**config.mk**
```make
export PLATFORM = sky130hd
export DESIGN_NAME = spi_flash_arbiter
export DESIGN_NICKNAME = d
export VERILOG_FILES = /design/src/rtl/spi_arb_pkg.sv /design/src/rtl/spi_flash_arbiter.sv
export SDC_FILE = /design/constraint.sdc
export NUM_CORES = 1
export LEC_CHECK = 0
export ABC_CLOCK_PERIOD_IN_PS = 2000
export BUFFER_PORTS_ARGS = -buffer_cell sky130_fd_sc_hd__clkbuf_2
export CORE_ASPECT_RATIO = 1.4
export CORE_MARGIN = 2
export CORE_UTILIZATION = 43
export DETAILED_ROUTE_END_ITERATION = 7
export PLACE_DENSITY = 0.77
export SETUP_SLACK_MARGIN = 0.02
export SLEW_MARGIN = 10
export SYNTH_ARGS = -nofsm -noshare
export SYNTH_HDL_FRONTEND = slang
export SYNTH_SLANG_ARGS = --single-unit
```
**constraint.sdc**
```tcl
create_clock -name clk_48mhz -period 2 [get_ports clk_48mhz]
set_clock_uncertainty 0.05 [all_clocks]
set_input_delay 0.4 -clock clk_48mhz [delete_from_list [all_inputs] [get_ports clk_48mhz]]
set_output_delay 0.4 -clock clk_48mhz [all_outputs]
set_load 0.05 [all_outputs]
```
**src/rtl/spi_arb_pkg.sv**
```systemverilog
// Shared definitions for the SPI flash arbiter.
//   - arb_state_t / ST_*   : arbiter state encoding
//   - CSEL_IDLE, CLK_IDLE,
//     MOSI_IDLE            : flash pin levels while no master owns the bus
//   - DEFAULT_CS_GAP       : default chip-select deselect time in clk_48mhz cycles
//   - GAP_W                : width of the deselect-gap counter (CS_GAP <= 2**GAP_W)
package spi_arb_pkg;

    typedef logic [1:0] arb_state_t;

    localparam arb_state_t ST_IDLE  = 2'd0;
    localparam arb_state_t ST_GRANT = 2'd1;
    localparam arb_state_t ST_GUARD = 2'd2;

    localparam logic CSEL_IDLE = 1'b1;
    localparam logic CLK_IDLE  = 1'b0;
    localparam logic MOSI_IDLE = 1'b0;

    // 8 cycles at 48 MHz is about 167 ns of flash tSHSL
    localparam int unsigned DEFAULT_CS_GAP = 8;
    localparam int unsigned GAP_W          = 8;

endpackage

```
**src/rtl/spi_flash_arbiter.sv**
```systemverilog
// Two-master arbiter for a single SPI flash pin set.
// Master 0 is the DFU flash engine, master 1 a secondary reader. Grants are
// round-robin, held for a whole transaction, and followed by a CS_GAP-cycle
// deselect guard before the next grant.
//
// Ports:
//   clk_48mhz    in   sole clock
//   reset        in   synchronous, active-high
//   req[1:0]     in   per-master request level, held for the whole transaction
//   gnt[1:0]     out  registered grant, one-hot or zero
//   m_csel[1:0]  in   per-master chip-select (active low)
//   m_clk[1:0]   in   per-master SPI clock
//   m_mosi[1:0]  in   per-master MOSI
//   m_miso[1:0]  out  per-master MISO (0 for the non-owner)
//   spi_csel     out  flash chip-select (active low)
//   spi_clk      out  flash clock
//   spi_mosi     out  flash MOSI
//   spi_miso     in   flash MISO
//   busy         out  high while granted or in the deselect guard
//   timeout_err  out  sticky grant-timeout flag (only with SPI_ARB_TIMEOUT_EN)
//
// Build option: define SPI_ARB_TIMEOUT_EN to revoke grants held for
// TIMEOUT_CYCLES cycles.
module spi_flash_arbiter
    import spi_arb_pkg::*;
#(
`ifdef SPI_ARB_TIMEOUT_EN
    parameter int unsigned TIMEOUT_CYCLES = 2**20,
`endif
    parameter int unsigned CS_GAP = DEFAULT_CS_GAP
) (
    input  logic       clk_48mhz,
    input  logic       reset,
    input  logic [1:0] req,
    output logic [1:0] gnt,
    input  logic [1:0] m_csel,
    input  logic [1:0] m_clk,
    input  logic [1:0] m_mosi,
    output logic [1:0] m_miso,
    output logic       spi_csel,
    output logic       spi_clk,
    output logic       spi_mosi,
    output logic       busy,
`ifdef SPI_ARB_TIMEOUT_EN
    output logic       timeout_err,
`endif
    input  logic       spi_miso
);

    // Contended requests go to the master that did not own the bus last.
    function automatic logic rr_pick(input logic [1:0] r, input logic last);
        return (r == 2'b11) ? ~last : r[1];
    endfunction

    arb_state_t       state_q, state_d;
    logic [1:0]       gnt_q, gnt_d;
    logic             last_owner_q, last_owner_d;
    logic [GAP_W-1:0] gap_q, gap_d;
    logic             owner;
    logic             pick;
    logic             release_bus;

`ifdef SPI_ARB_TIMEOUT_EN
    localparam int unsigned CNT_W = 21;
    localparam logic [CNT_W-1:0] TIMEOUT_LAST = CNT_W'(TIMEOUT_CYCLES - 1);

    logic [CNT_W-1:0] grant_cnt_q, grant_cnt_d;
    logic             timeout_err_q, timeout_err_d;

    assign timeout_err = timeout_err_q;
`endif

    // last_owner doubles as the current owner while in ST_GRANT
    assign owner = last_owner_q;
    assign pick  = rr_pick(req, last_owner_q);
    assign gnt   = gnt_q;
    assign busy  = (state_q == ST_GRANT) || (state_q == ST_GUARD);

    always_ff @(posedge clk_48mhz) begin
        if (reset) begin
            state_q      <= ST_IDLE;
            gnt_q        <= 2'b00;
            last_owner_q <= 1'b1;
            gap_q        <= '0;
`ifdef SPI_ARB_TIMEOUT_EN
            grant_cnt_q   <= '0;
            timeout_err_q <= 1'b0;
`endif
        end else begin
            state_q      <= state_d;
            gnt_q        <= gnt_d;
            last_owner_q <= last_owner_d;
            gap_q        <= gap_d;
`ifdef SPI_ARB_TIMEOUT_EN
            grant_cnt_q   <= grant_cnt_d;
            timeout_err_q <= timeout_err_d;
`endif
        end
    end

    always_comb begin
        state_d      = state_q;
        gnt_d        = gnt_q;
        last_owner_d = last_owner_q;
        gap_d        = gap_q;
        release_bus  = 1'b0;
`ifdef SPI_ARB_TIMEOUT_EN
        grant_cnt_d   = grant_cnt_q;
        timeout_err_d = timeout_err_q;
`endif
        unique case (state_q)
            ST_IDLE: begin
                if (req != 2'b00) begin
                    last_owner_d = pick;
                    gnt_d        = pick ? 2'b10 : 2'b01;
                    state_d      = ST_GRANT;
`ifdef SPI_ARB_TIMEOUT_EN
                    grant_cnt_d = '0;
`endif
                end
            end
            ST_GRANT: begin
                // Dropping req alone is not enough: wait for the owner to end its frame.
                release_bus = !req[owner] && m_csel[owner];
`ifdef SPI_ARB_TIMEOUT_EN
                grant_cnt_d = grant_cnt_q + 1'b1;
                if (grant_cnt_q == TIMEOUT_LAST) begin
                    release_bus   = 1'b1;
                    timeout_err_d = 1'b1;
                end
`endif
                if (release_bus) begin
                    state_d = ST_GUARD;
                    gnt_d   = 2'b00;
                    gap_d   = GAP_W'(CS_GAP - 1);
                end
            end
            ST_GUARD: begin
                if (gap_q == '0) begin
                    state_d = ST_IDLE;
                end else begin
                    gap_d = gap_q - 1'b1;
                end
            end
            default: begin
                state_d = ST_IDLE;
                gnt_d   = 2'b00;
            end
        endcase
    end

    // Pin mux: combinational pass-through from the owner, idle levels otherwise.
    always_comb begin
        spi_csel = CSEL_IDLE;
        spi_clk  = CLK_IDLE;
        spi_mosi = MOSI_IDLE;
        m_miso   = 2'b00;
        if (state_q == ST_GRANT) begin
            spi_csel      = m_csel[owner];
            spi_clk       = m_clk[owner];
            spi_mosi      = m_mosi[owner];
            m_miso[owner] = spi_miso;
        end
    end

endmodule

```
==> results.toml <==
[outcome]
status = "complete, no violations"

[logic_synthesis]
netlist_top_cells_area = "dfxtp_1, ha_1, mux2i_1"
avgSynthCellArea_um2 = 8.48
synth_common_cells = "dfxtp_1, a21oi_1, nand2b_1, nor2_1"
synth_top_area_cell = "dfxtp_1"
synthCells = 104
seq_area_frac_synth_pct = 29.5
synth_top_area_share_pct = 29.5
ys_ff_latch = 13
synth_area_um2 = 882
synth_edf_count = 0
netlist-cell-type-count = 34
synthFlopType = "dfxtp_1"
synth_most_common_cell = "dfxtp_1"
synth_nets = 121
synth-async-reset-ratio_pct = 0
yosysWarnings = 0

[cts]
insertion_delay_ps = 280
cts_tree = "yes"
htreeDepth = 1
root_buffer = "clkbuf_4"
path_clk_slew_ps = 80
cts_sinks = 13
clk_path_buf_depth = 2
numCtsBuffers = 3
post-cts-setup-buffers = 0

[routing]
drtIter0Drc = 14
first_pass_iters = 4
vias = 868
drc = 0
wl_per_cell_um = 13.3
wirelength_um = 1960
ant_nets = 0
avgViaCountPerCell = 5.90

[timing]
min_period_ps = 1920
rsz0062_at_grt = "yes"
hold_viol_final = 0
setup_viol = 0
slew_viol_final = 0
finalSetupTns_ps = 0
slew_headroom_pct = 70.3
tightest_slew_ps = 442
post-route-period-util_pct = 96.2
timing.fmax_mhz = 520
hold_slack_ps = 380

[floorplanning]
dieHeight_um = 57.6
coreArea_mm2 = 0.00195
dieArea_mm2 = 0.00243
std_cell_rows = 19
fp.dieW_um = 42.3
ios = 19
start_util_pct = 45.3

[pwr]
power_leakage_uw = 0.000451
swShare_pct = 49.5
p_comb_share_pct = 64.6
switchingPower_uw = 885
power_density_mw_per_mm2 = 1720
pwr-share-seq_pct = 26.2
total_power_uw = 1790
clockPowerShare_pct = 9.2
internal_power_uw = 904
ir_worst_vdd_uv = 1020

[cells_and_area]
syn2layout_area_growth_pct = 17.6
diodes = 0
finalNonFillerCells = 147
multi_input_area_um2 = 574
post_route_cells_drive_above_1_share_pct = 26.2
final_util_pct = 53.2
register_area_um2 = 260
nNetsFinal = 144
final.fill_count = 204

[grt]
grt_use_met3_pct = 3.16
grt_pass1_vias = 839
track_usage_pct = 17.6
antenna_found_initial = 0
met1_usage_pct = 17.3
top_usage_layer = "met2"
overflow = 0
grt_use_met2_pct = 33.2
grt_max_degree = 14
grt_pass1_wl_um = 3320

[placed_design]
dp.cells = 143
dpl.hpwl_um = 1510
routabilityCongestion = 0.793
io_buffers = 18

[critical_path]
cp.required_ps = 1550
start_kind = "flip-flop"
cp_max_fo = 10
worst-setup-path-type = "flip-flop to output pin"
arrival_ps = 1470
endpoint_kind = "output pin"

[job]
cap_violations = 0

[worst_hold_path]
hold_class = "input port to flip-flop"
## worst max-delay path, cell delays in order (launching register included)
cell	delay, ps
dfxtp_1	370
inv_1	90
ha_1	200
buf_4	170
and3_1	160
clkbuf_4	200
## layout by cell type (no fill, tap or decap), types with 5 or more instances in the layout
cell type and count:
dfxtp_1 13, nand2b_1 7, ha_1 6, mux2i_1 6, clkbuf_2 14, inv_1 6, nor2_1 7, nand2_1 5
buf_4 5, clkbuf_4 5, a21oi_1 8
## logic make-up after synthesis
group / count (synthesis) / share of synthesized area (%)
AO/OA/AOI/OAI: 24 / 18.4
adder cells (fa/ha/maj): 6 / 8.51
buffers and inverters: 10 / 5.96
flip-flops: 13 / 29.5
multiplexers: 6 / 6.81
AND/OR/NAND/NOR: 45 / 30.8
## area by class of cell
class / count / share of cell area (%)
multi-input combinational: 81 / 55.4
sequential: 13 / 25.1
timing repair buffer: 22 / 12.3
clock buffer: 4 / 2.53
tap: 21 / 2.53
inverter: 6 / 2.17
## registers in the layout, summed over array words and instances (netlist names)
name and flops:
state_q 2, gnt 2, gap_q 8, last_owner_q 1
## per-layer routing
metal	vias up	part of all wire, %
li1	427	-
met1	405	39
met2	31	55
met3	5	4.1
met4	0	1.9
met5	-	0
## through the flow
stage	setup slack, ps	cell area [µm²]
after floorplan	45.2	887
after global placement	134	1000
after detailed placement	98.2	1000
after CTS	44.7	1030
after global routing	3.25	1040
final	75.6	1040
## path summary, 6_finish.rpt
check | startpoint | to | slack (ps) | cells past startpoint
setup / recovery | state_q[1] | m_miso[1] | 80 | 5
hold / removal | reset | gap_q[0] | 380 | 2
setup reg to reg | state_q[0] | gap_q[4] | 130 | 6
hold reg to reg | gnt[1] | gnt[1] | 430 | 2
## timing repair
action                                  4_1_cts  5_1_grt
hold buffers                                  0        0
endpoints found under the setup margin        0        5
endpoints found under the hold margin         0        0
gates resized for setup                       0        8
## power groups by stage
| stage | logic, µW | clock network, µW | registers (µW) |
|---|---|---|---|
| global route | 1280 | 186 | 484 |
| finish | 1160 | 165 | 469 |
| detailed placement | 1140 | 0 | 471 |
| CTS | 1150 | 166 | 467 |
| floorplan | 857 | 0 | 496 |
| global placement | 1110 | 0 | 466 |
Power figures use the tool's default switching activity.
